<file path="src/rtl/ip_packet_pkg.sv">
// ============================================================================
// Module      : ip_packet_pkg
// Description : Frame layout constants and the receive state encoding shared
//               by the IP packet transmitter and receiver.
// Revision    : 1.0 - initial release
// ============================================================================
`default_nettype none

package ip_packet_pkg;

    localparam int ETH_HDR_SIZE_BYTES   = 14;
    localparam int IP_HDR_SIZE_BYTES    = 20;
    localparam int FRAME_CHECKSUM_BYTES = 4;
    localparam int DATA_SIZE_BYTES      = 26;

    localparam logic [15:0] ETH_TYPE_IPV4  = 16'h0800;
    localparam logic [7:0]  IP_VERSION_IHL = 8'h45;

    typedef enum logic [2:0] {
        RECV_ETH_HDR   = 3'd0,
        RECV_IP_HDR    = 3'd1,
        RECV_USER_DATA = 3'd2,
        DROP           = 3'd3,
        HOLD_RESULT    = 3'd4
    } rx_state_t;

endpackage

`default_nettype wire

</file>
<file path="src/rtl/ip_checksum_accumulator.sv">
// ============================================================================
// Module      : ip_checksum_accumulator
// Description : One's-complement sum of a byte stream taken as big-endian
//               16-bit words; o_sum already includes the word completed by
//               the current byte.
// Revision    : 1.0 - initial release
// ============================================================================
`default_nettype none

module ip_checksum_accumulator (
    input  logic        clk,
    input  logic        rst,
    input  logic [7:0]  i_data,
    input  logic        i_valid,
    input  logic        i_clear,
    output logic [15:0] o_sum
);

    logic        r_odd;
    logic [7:0]  r_hi;
    logic [15:0] r_acc;
    logic [16:0] w_raw;
    logic [15:0] w_folded;

    // End-around carry: a single fold suffices since the wrapped sum cannot overflow again.
    assign w_raw    = {1'b0, r_acc} + {1'b0, r_hi, i_data};
    assign w_folded = w_raw[15:0] + {15'd0, w_raw[16]};
    assign o_sum    = (i_valid && r_odd) ? w_folded : r_acc;

    always_ff @(posedge clk) begin
        if (rst || i_clear) begin
            r_odd <= 1'b0;
            r_hi  <= 8'h00;
            r_acc <= 16'h0000;
        end else if (i_valid) begin
            if (r_odd) begin
                r_acc <= w_folded;
            end else begin
                r_hi <= i_data;
            end
            r_odd <= ~r_odd;
        end
    end

endmodule

`default_nettype wire

</file>
<file path="src/rtl/ip_packet_rx.sv">
// ============================================================================
// Module      : ip_packet_rx
// Description : Parses Ethernet/IPv4/user-data frames from a byte stream,
//               presents sender MAC/IP and message with valid/accept, and
//               counts dropped frames. Define IP_RX_CHECKSUM_CHECK_EN to
//               also reject frames with a bad IPv4 header checksum.
// Revision    : 1.0 - initial release
// ============================================================================
`default_nettype none

module ip_packet_rx
    import ip_packet_pkg::*;
#(
    parameter int AXI_S_DATA_WIDTH = 8,
    parameter int IP_ADDR_WIDTH    = 32,
    parameter int MAC_ADDR_WIDTH   = 48,
    parameter int ACCEL_DATA_WIDTH = 10,
    parameter int DROP_CNT_WIDTH   = 16
) (
    input  logic                        ACLK,
    input  logic                        ARESET,
    input  logic [MAC_ADDR_WIDTH-1:0]   ACCELERATOR_MAC_ADDRESS,
    input  logic [AXI_S_DATA_WIDTH-1:0] MAC_DATA_IN,
    input  logic                        MAC_DATA_VALID,
    output logic                        MAC_DATA_READY,
    input  logic                        MAC_DATA_LAST,
    input  logic                        MAC_DATA_TUSER,
    output logic [MAC_ADDR_WIDTH-1:0]   SENDER_MAC_ADDRESS,
    output logic [IP_ADDR_WIDTH-1:0]    SENDER_IP_ADDRESS,
    output logic [ACCEL_DATA_WIDTH-1:0] SENDER_MESSAGE,
    output logic                        MESSAGE_VALID,
    input  logic                        MESSAGE_ACCEPT,
    output logic [DROP_CNT_WIDTH-1:0]   FRAMES_DROPPED
);

    localparam logic [7:0] c_ETH_LAST     = 8'(ETH_HDR_SIZE_BYTES - 1);
    localparam logic [7:0] c_IP_LAST      = 8'(IP_HDR_SIZE_BYTES - 1);
    localparam logic [7:0] c_MAC_BYTES    = 8'd6;
    localparam logic [7:0] c_ETH_TYPE_POS = 8'd12;
    localparam logic [7:0] c_IP_SRC_FIRST = 8'd12;
    localparam logic [7:0] c_IP_SRC_END   = 8'd16;
    localparam logic [DROP_CNT_WIDTH-1:0] c_DROP_MAX = '1;

    rx_state_t                   r_state;
    logic [7:0]                  r_cnt;
    logic                        r_bad, r_not_own, r_not_bcast;
    logic [MAC_ADDR_WIDTH-1:0]   r_shadow_mac;
    logic [IP_ADDR_WIDTH-1:0]    r_shadow_ip;
    logic [1:0]                  r_msg_hi;
    logic [7:0]                  r_msg_lo;
    logic                        r_ready, r_valid;
    logic [MAC_ADDR_WIDTH-1:0]   r_sender_mac;
    logic [IP_ADDR_WIDTH-1:0]    r_sender_ip;
    logic [ACCEL_DATA_WIDTH-1:0] r_sender_msg;
    logic [DROP_CNT_WIDTH-1:0]   r_dropped;

    logic                        w_beat, w_eth_type_bad, w_eth_reject, w_ip_ver_bad, w_csum_bad;
    logic [7:0]                  w_cnt_next, w_own_byte;
    logic [DROP_CNT_WIDTH-1:0]   w_drop_next;

    assign w_beat      = MAC_DATA_VALID && r_ready;
    assign w_cnt_next  = (r_cnt == 8'hFF) ? r_cnt : r_cnt + 8'd1;
    assign w_drop_next = (r_dropped == c_DROP_MAX) ? r_dropped : r_dropped + 1'b1;

    always_comb begin
        w_own_byte = 8'h00;
        case (r_cnt[2:0])
            3'd0:    w_own_byte = ACCELERATOR_MAC_ADDRESS[7:0];
            3'd1:    w_own_byte = ACCELERATOR_MAC_ADDRESS[15:8];
            3'd2:    w_own_byte = ACCELERATOR_MAC_ADDRESS[23:16];
            3'd3:    w_own_byte = ACCELERATOR_MAC_ADDRESS[31:24];
            3'd4:    w_own_byte = ACCELERATOR_MAC_ADDRESS[39:32];
            3'd5:    w_own_byte = ACCELERATOR_MAC_ADDRESS[47:40];
            default: w_own_byte = 8'h00;
        endcase
    end

    // Destination is rejected only if it matches neither our address nor broadcast as a whole.
    assign w_eth_type_bad = ((r_cnt == c_ETH_TYPE_POS) && (MAC_DATA_IN != ETH_TYPE_IPV4[15:8])) ||
                            ((r_cnt == c_ETH_LAST)     && (MAC_DATA_IN != ETH_TYPE_IPV4[7:0]));
    assign w_eth_reject   = r_bad || w_eth_type_bad || (r_not_own && r_not_bcast);
    assign w_ip_ver_bad   = (r_cnt == 8'd0) && (MAC_DATA_IN != IP_VERSION_IHL);

`ifdef IP_RX_CHECKSUM_CHECK_EN
    logic [15:0] w_csum_sum;

    ip_checksum_accumulator u_csum (
        .clk     (ACLK),
        .rst     (ARESET),
        .i_data  (MAC_DATA_IN),
        .i_valid (w_beat && (r_state == RECV_IP_HDR)),
        .i_clear (r_state != RECV_IP_HDR),
        .o_sum   (w_csum_sum)
    );

    assign w_csum_bad = (r_cnt == c_IP_LAST) && (w_csum_sum != 16'hFFFF);
`else
    assign w_csum_bad = 1'b0;
`endif

    always_ff @(posedge ACLK) begin
        if (ARESET) begin
            r_state      <= RECV_ETH_HDR;
            r_cnt        <= 8'd0;
            r_bad        <= 1'b0;
            r_not_own    <= 1'b0;
            r_not_bcast  <= 1'b0;
            r_shadow_mac <= '0;
            r_shadow_ip  <= '0;
            r_msg_hi     <= 2'd0;
            r_msg_lo     <= 8'd0;
            r_ready      <= 1'b1;
            r_valid      <= 1'b0;
            r_sender_mac <= '0;
            r_sender_ip  <= '0;
            r_sender_msg <= '0;
            r_dropped    <= '0;
        end else begin
            case (r_state)
                RECV_ETH_HDR: if (w_beat) begin
                    if (r_cnt < c_MAC_BYTES) begin
                        if (MAC_DATA_IN != w_own_byte) r_not_own   <= 1'b1;
                        if (MAC_DATA_IN != 8'hFF)      r_not_bcast <= 1'b1;
                    end else if (r_cnt < c_ETH_TYPE_POS) begin
                        r_shadow_mac <= {MAC_DATA_IN, r_shadow_mac[MAC_ADDR_WIDTH-1:8]};
                    end
                    if (w_eth_type_bad) r_bad <= 1'b1;
                    if (MAC_DATA_LAST) begin
                        r_dropped   <= w_drop_next;
                        r_cnt       <= 8'd0;
                        r_bad       <= 1'b0;
                        r_not_own   <= 1'b0;
                        r_not_bcast <= 1'b0;
                    end else if (r_cnt == c_ETH_LAST) begin
                        r_state <= w_eth_reject ? DROP : RECV_IP_HDR;
                        r_cnt   <= 8'd0;
                    end else begin
                        r_cnt <= w_cnt_next;
                    end
                end
                RECV_IP_HDR: if (w_beat) begin
                    if (w_ip_ver_bad) r_bad <= 1'b1;
                    if (r_cnt >= c_IP_SRC_FIRST && r_cnt < c_IP_SRC_END)
                        r_shadow_ip <= {MAC_DATA_IN, r_shadow_ip[IP_ADDR_WIDTH-1:8]};
                    if (MAC_DATA_LAST) begin
                        r_dropped   <= w_drop_next;
                        r_state     <= RECV_ETH_HDR;
                        r_cnt       <= 8'd0;
                        r_bad       <= 1'b0;
                        r_not_own   <= 1'b0;
                        r_not_bcast <= 1'b0;
                    end else if (r_cnt == c_IP_LAST) begin
                        r_state <= (r_bad || w_ip_ver_bad || w_csum_bad) ? DROP : RECV_USER_DATA;
                        r_cnt   <= 8'd0;
                    end else begin
                        r_cnt <= w_cnt_next;
                    end
                end
                RECV_USER_DATA: if (w_beat) begin
                    if (r_cnt == 8'd0) r_msg_hi <= MAC_DATA_IN[1:0];
                    if (r_cnt == 8'd1) r_msg_lo <= MAC_DATA_IN;
                    if (MAC_DATA_LAST) begin
                        r_cnt       <= 8'd0;
                        r_bad       <= 1'b0;
                        r_not_own   <= 1'b0;
                        r_not_bcast <= 1'b0;
                        if (MAC_DATA_TUSER || r_cnt == 8'd0) begin
                            r_dropped <= w_drop_next;
                            r_state   <= RECV_ETH_HDR;
                        end else begin
                            // A two-byte payload ends on the low message byte itself.
                            r_sender_mac <= r_shadow_mac;
                            r_sender_ip  <= r_shadow_ip;
                            r_sender_msg <= {r_msg_hi, (r_cnt == 8'd1) ? MAC_DATA_IN : r_msg_lo};
                            r_valid      <= 1'b1;
                            r_ready      <= 1'b0;
                            r_state      <= HOLD_RESULT;
                        end
                    end else begin
                        r_cnt <= w_cnt_next;
                    end
                end
                DROP: if (w_beat) begin
                    if (MAC_DATA_LAST) begin
                        r_dropped   <= w_drop_next;
                        r_state     <= RECV_ETH_HDR;
                        r_cnt       <= 8'd0;
                        r_bad       <= 1'b0;
                        r_not_own   <= 1'b0;
                        r_not_bcast <= 1'b0;
                    end else begin
                        r_cnt <= w_cnt_next;
                    end
                end
                HOLD_RESULT: if (MESSAGE_ACCEPT) begin
                    r_valid <= 1'b0;
                    r_ready <= 1'b1;
                    r_state <= RECV_ETH_HDR;
                end
                default: r_state <= RECV_ETH_HDR;
            endcase
        end
    end

    assign MAC_DATA_READY     = r_ready;
    assign MESSAGE_VALID      = r_valid;
    assign SENDER_MAC_ADDRESS = r_sender_mac;
    assign SENDER_IP_ADDRESS  = r_sender_ip;
    assign SENDER_MESSAGE     = r_sender_msg;
    assign FRAMES_DROPPED     = r_dropped;

endmodule

`default_nettype wire

</file>
<file path="config.mk">
export PLATFORM = sky130hd
export DESIGN_NAME = ip_packet_rx
export DESIGN_NICKNAME = d
export VERILOG_FILES = /design/src/rtl/ip_packet_pkg.sv /design/src/rtl/ip_checksum_accumulator.sv /design/src/rtl/ip_packet_rx.sv
export SDC_FILE = /design/constraint.sdc
export NUM_CORES = 1
export LEC_CHECK = 0
export ABC_AREA = 1
export BUFFER_PORTS_ARGS = -buffer_cell sky130_fd_sc_hd__buf_2
export CORE_MARGIN = 2
export CORE_UTILIZATION = 40
export CTS_CLUSTER_SIZE = 8
export DETAILED_ROUTE_END_ITERATION = 8
export SYNTH_ARGS = -nofsm -noshare
export SYNTH_HDL_FRONTEND = slang
export SYNTH_SLANG_ARGS = --single-unit
</file>
<file path="constraint.sdc">
create_clock -name ACLK -period 3.9 [get_ports ACLK]
set_input_delay 0.39 -clock ACLK [delete_from_list [all_inputs] [get_ports ACLK]]
set_output_delay 0.39 -clock ACLK [all_outputs]
set_load 0.03 [all_outputs]
</file>
# After elaboration in Yosys (flattened, before gate mapping)
# Cells that the tools add are included.
# totals
output_inout_bits	108
reg_bits	212
in_bits	62
elab_cells	162
# classes
n_reduce_logical	34
n_addsub	2
n_eq_ne	42
bitwise	2
mux	63
n_lt_le_gt_ge	4
# op_table
op	count
2-to-1 mux 16 bit	6
2-to-1 mux 8 bit	10
case mux 8 bit (6 select lines)	1
2-to-1 mux 3 bit	12
case mux 16 bit (2 select lines)	1
2-to-1 mux 1 bit	25
case mux 8 bit (3 select lines)	1
inequality test 2 bit (second input constant)	11
inequality test 3 bit (second input constant)	6
AND reduction 6 bit	3
adder 16 x 1 -> 16 bit (second input constant)	1
== test 16 bit (second input constant)	1
== test 8 x 4 -> 1 bit (second input constant)	2
case mux 3 bit (5 select lines)	1
== test 3 x 2 -> 1 bit (second input constant)	4
inequality test 2 x 1 -> 1 bit (second input constant)	6
AND reduction 4 bit	3
AND reduction 10 bit	1
== test 3 bit (second input constant)	3
adder 8 x 1 -> 8 bit (second input constant)	1
== test 8 x 1 -> 1 bit (second input constant)	1
== test 8 x 5 -> 1 bit (second input constant)	1
== test 8 bit (second input constant)	1
greater-or-equal comparator 8 x 4 -> 1 bit (second input constant)	1
other kinds (25)	44

# Depth between registers and ports, before layout
# logic_depth
depth_word	10
ltp_mapped	16
ltp_nobuf	15

# Worst setup path before layout
# No wires, ideal clock.
# synth_timing
path_type	reg2reg
from	register r_dropped[0] (netlist: FRAMES_DROPPED[0])
to	register r_dropped[0] (netlist: FRAMES_DROPPED[0])
period_less_slack_ns	1.919
t_arrival_ns	1.791
slack_ns	1.981
setup_ns	0.128
path_buffers	1
required_ns	3.772
stages_incl_launch_ff	9
path_cell_list	dfxtp_1 -> ha_1 -> inv_1 -> nor4_4 -> nand3_2 -> nand3_4 -> buf_4 -> xor2_1 -> nor2_1
# synth_between
elab_chain_cells	6
word_cells_on_any_way	9
cone_classes	1 x add/sub; 1 x eq/ne; 7 x mux
# synth_rtl
item	line_no	text
start: declaration	ip_packet_rx.sv:55	logic [DROP_CNT_WIDTH-1:0] r_dropped;
start signal: assignment	ip_packet_rx.sv:129	r_dropped <= w_drop_next;
start signal: assignment	ip_packet_rx.sv:146	r_dropped <= w_drop_next;
start signal: assignment	ip_packet_rx.sv:168	r_dropped <= w_drop_next;
adder 16 x 1 -> 16 bit / == test 16 bit (equally long branches)	ip_packet_rx.sv:63	assign w_drop_next = (r_dropped == c_DROP_MAX) ? r_dropped : r_dropped + 1'b1;
2-to-1 mux 16 bit *	ip_packet_rx.sv:63	
2-to-1 mux 16 bit	ip_packet_rx.sv:167	if (MAC_DATA_TUSER || r_cnt == 8'd0) begin
2-to-1 mux 16 bit	ip_packet_rx.sv:162	if (MAC_DATA_LAST) begin
2-to-1 mux 16 bit	ip_packet_rx.sv:159	RECV_USER_DATA: if (w_beat) begin
case mux 16 bit (2 select lines) *	ip_packet_rx.sv:119	case (r_state)
# Mark *: on every way between the ends. The rest lies on a longest branch, timed or not. The select of a mux whose other input is x is not followed.
# A chain may end at the register's enable or synchronous reset.

# Worst setup path in the final report
# layout_timing
from	register r_cnt[2]
to	register r_shadow_mac[22]
# layout_between
elab_chain_cells	3
word_cells_on_any_way	4
cone_classes	2 x order compare; 1 x bitwise; 1 x reduce/logical
# layout_rtl
item	line_no	text
start: declaration	ip_packet_rx.sv:45	logic [7:0] r_cnt;
start signal: assignment	ip_packet_rx.sv:138	r_cnt <= w_cnt_next;
start signal: assignment	ip_packet_rx.sv:156	r_cnt <= w_cnt_next;
start signal: assignment	ip_packet_rx.sv:180	r_cnt <= w_cnt_next;
less-than comparator 8 x 3 -> 1 bit	ip_packet_rx.sv:121	if (r_cnt < c_MAC_BYTES) begin
NOT 1 bit (no source line)	--	
AND reduction 4 bit (no source line) *	--	
end signal: assignment	ip_packet_rx.sv:125	r_shadow_mac <= {MAC_DATA_IN, r_shadow_mac[MAC_ADDR_WIDTH-1:8]};
end: declaration	ip_packet_rx.sv:47	logic [MAC_ADDR_WIDTH-1:0] r_shadow_mac;
# Mark *: on every way between the ends. The rest lies on a longest branch, timed or not.

==> summary.md <==
| Metric | Value |
|---|---|
| Initial antenna violation count | 1 |
| Final max-slew violation count | 0 |
| Layout cells sized above 1 | 18.3% |
| Finish-stage setup viols | 0 |
| Site Rows | 54 |
| Yosys Warn Count | 0 |
| Cell count of the worst hold path | 4 |
| Nature of the critical path endpoint | register |
| Worst Path Class, Setup | register to register |
| GPL Wtd Cong | 0.883 |
| Syn avg cell area | 7.51 µm² |
| Number of synthesized register bits | 212 |
| Root buffer cell | clkbuf_16 |
| Unrepaired setup endpoints after global routing | no |
| Fillcell total | 2,167 |
| CTS max path bufs | 3 |
| Fmax achieved | 0.363 GHz |
| Crit path max-delay cell type | dfxtp_1 |
| Crit-path max cell delay | 0.72 ns |
| Worst-path clk slew | 0.05 ns |
| Rel. slew slack | 32.9% |
| R2r startpoint | r_cnt[2] |
| Final min period | 2.76 ns |
| Crit-path cells | nand2_1 > nand3_1 > nand4_1 > buf_12 > o21ai_0 > a21oi_1 |
| Seq/Total Area, Yosys | 48.4% |
| Comb power frac | 5.2% |
| PwrDens | 444 mW/mm² |
| P_leak | 4.66 nW |
| WP data arrival | 3.16 ns |
| EDFF count, synth | 0 |
| ANT nets after route | 0 |
| Clk sinks | 212 |
| Ys async rst share | 0% |
| Pint | 3.66 mW |
| Core footprint | 0.0217 mm² |
| Final worst-path setup slack | 1.14 ns |
| Final TNS setup | 0 ns |
| Mux share of post-synthesis cell area | 0% |
| First-pass GRT wire length | 37,700 µm |
| Reg2reg path depth | 6 |
| Cell taking the most area after synthesis | dfxtp_1 |
| Min Hold Slack | 0.211 ns |
| Synth Area in Compound Gates | 22.8% |
| Cts bufs inserted | 30 |
| Initial Util | 40.5% |
| Status | completed |
| Vias/cell | 5.04 |
| CTS tree | built |
| Register share of total power | 46.8% |
| Hold Crit Start | MESSAGE_ACCEPT |
| Largest net degree at the start of global routing | 116 |
| Number of post-CTS setup repair buffers | 0 |
| Min-delay worst type | primary input to register |
| Max Cap Violations | 0 |
| Maximum vdd drop | 0.318 mV |
| Total power | 4.69 mW |
| Routed WL per cell | 14.3 µm |
| Detailed Routing Iterations Pass 1 | 5 |
| Switching pwr | 1.03 mW |
| Die area | 0.0231 mm² |
| Fin cells | 1,594 |
| Top-level I/O count | 170 |
| Synth Area in Adders | 0.855% |
| Worst-Skew Late Latency | 0.52 ns |
| CP top delay family | simple AND/OR/NAND/NOR gates |
| Dpl cells | 1,558 |
| Area share of the largest cell type after synthesis | 48.4% |
| Peak fanout along the critical path | 49 |
| Crit path depth | 6 |
| Worst-Margin Slew | 1.01 ns |
| DPL Wire Length | 15,500 µm |
| Final period util | 70.7% |
| Remaining DRCs | 0 |
| Synth area leaders | dfxtp_1 (48%), a21oi_1 (11%), o21ai_0 (9.2%) |
| Fin nets | 1,378 |
| CP Launch Type | register |
| Vias in the first global route | 7,506 |
| Setup crit start | r_cnt[2] |
| Starting DRT DRC Count | 389 |
| Post-Syn Area | 0.00878 mm² |
| Post-cts repair resize count | 0 |
| Crit path buffers/inverters | 1 |
| Total routed wirelength | 22,900 µm |
| Die H | 152 µm |
| Max Clock Skew | 0.0111 ns |
| Synth Area in XOR/XNOR | 0.699% |
| PortBufs | 169 |
| DP Worst Slack | 1.20 ns |
| All-Layer GR Usage | 19.2% |
| Overflow left after global routing | 0 |
| Area grow syn2layout | 20.3% |
| Main combinational cell family by area after synthesis | compound AO/OA/AOI/OAI gates |
| Cells after Synth | 1,169 |
| Total via count in the routed design | 8,036 |
| Post-CTS Hold Buffers | 0 |
| Distinct cell type count after synthesis | 39 |
| Simple-gate share of the synthesized area | 17.5% |
| Synthesized Nets | 1,237 |
| Die Wd | 152 µm |
| CP Data Required Time | 4.30 ns |
| Final Hold Fails | 0 |
| Net Sw Frac | 21.9% |
| Total number of H-tree levels | 1 |
| Most used DFF post-synth | dfxtp_1 |
| Clk pwr share | 48.0% |
power groups by stage:
stage	clock [mW]	sequential, mW	combinational (mW)
floorplan	0	2.24	0.163
global placement	0	2.24	0.244
detailed placement	0	2.24	0.246
CTS	2.32	2.19	0.247
global route	2.42	2.19	0.281
finish	2.25	2.19	0.246
per-layer routing:
layer,vias up,part of all wire [%],GRT usage (%)
li1,4133,-,-
met1,3694,46,25.4
met2,174,47,32.3
met3,35,4.6,3.70
met4,0,2.0,5.34
met5,-,0,0
path summary, 6_finish.rpt:
path / slack [ns] / end
worst max-delay path: 1.14 / r_shadow_mac[22]
worst min-delay path: 0.21 / r_state[2]
worst max register to register: 1.14 / r_shadow_mac[22]
worst min register to register: 0.45 / SENDER_MAC_ADDRESS[1]
flip-flops by register name (all words and copies together), names as in the netlist:
| register | flops |
|---|---|
| MAC_DATA_READY | 1 |
| r_state | 3 |
| MESSAGE_VALID | 1 |
| SENDER_IP_ADDRESS | 32 |
| r_msg_hi | 2 |
| FRAMES_DROPPED | 16 |
| r_cnt | 8 |
| r_shadow_ip | 32 |
| r_not_own | 1 |
| r_msg_lo | 8 |
| r_not_bcast | 1 |
| r_shadow_mac | 48 |
| SENDER_MAC_ADDRESS | 48 |
| SENDER_MESSAGE | 10 |
| r_bad | 1 |
Yosys cell counts (2+ instances only):
master and n:
o21ai_0 162, xor2_1 5, a211oi_1 2, o211ai_1 2
nor3_1 16, a31oi_1 2, nand4_1 8, nor2_1 81
dfxtp_1 212, nor2_2 6, ha_1 6, inv_2 6
a21oi_1 185, nand3_1 46, nor4_1 4, xnor2_1 2
buf_1 2, clkbuf_1 36, nor3b_1 2, nand2_1 164
buf_6 2, buf_4 9, buf_2 19, nand2_2 3
o21ai_1 34, o21bai_1 3, nor3_2 3, inv_1 134
nand3_2 3
area by class of cell:
class | instances | area (µm²) | area share, %
sequential | 212 | 4240 | 40.2
multi-input combinational | 749 | 3680 | 34.8
timing repair buffer | 177 | 956 | 9.05
clock buffer | 34 | 797 | 7.55
inverter | 140 | 528 | 5.00
tap | 280 | 350 | 3.32
antenna | 2 | 5.00 | 0.0474
worst reg2reg max path, stage by stage (launching register included):
cell,delay [ns]
dfxtp_1,0.72
nand2_1,0.50
nand3_1,0.26
nand4_1,0.49
buf_12,0.39
o21ai_0,0.22
a21oi_1,0.06
metrics by stage:
step | area, µm² | util (%)
2_1_floorplan | 8780 | -
3_3_place_gp | 9760 | 45.0
3_5_place_dp | 9760 | 45.0
4_1_cts | 10600 | 48.7
5_1_grt | 10600 | 48.7
6_report | 10600 | 48.7
cell usage in the layout (no fill, tap or decap), drive strengths merged, types with 2 or more instances in the layout:
cell    instances
buf           177
nor3b           2
ha              6
nor3           20
xnor2           2
nand3          50
a21oi         185
inv           140
clkbuf         34
o21bai          3
nor4            5
a31oi           2
nand4           8
nand2         168
nor2           89
diode           2
dfxtp         212
o21ai         196
o211ai          2
xor2            5
a211oi          3
logic make-up after synthesis:
| family | count (synthesis) |
|---|---|
| simple gates | 343 |
| flops | 212 |
| fa+ha+maj | 6 |
| xor+xnor | 7 |
| buf+inv | 208 |
| compound gates | 393 |
(Power assumes the default switching activity.)
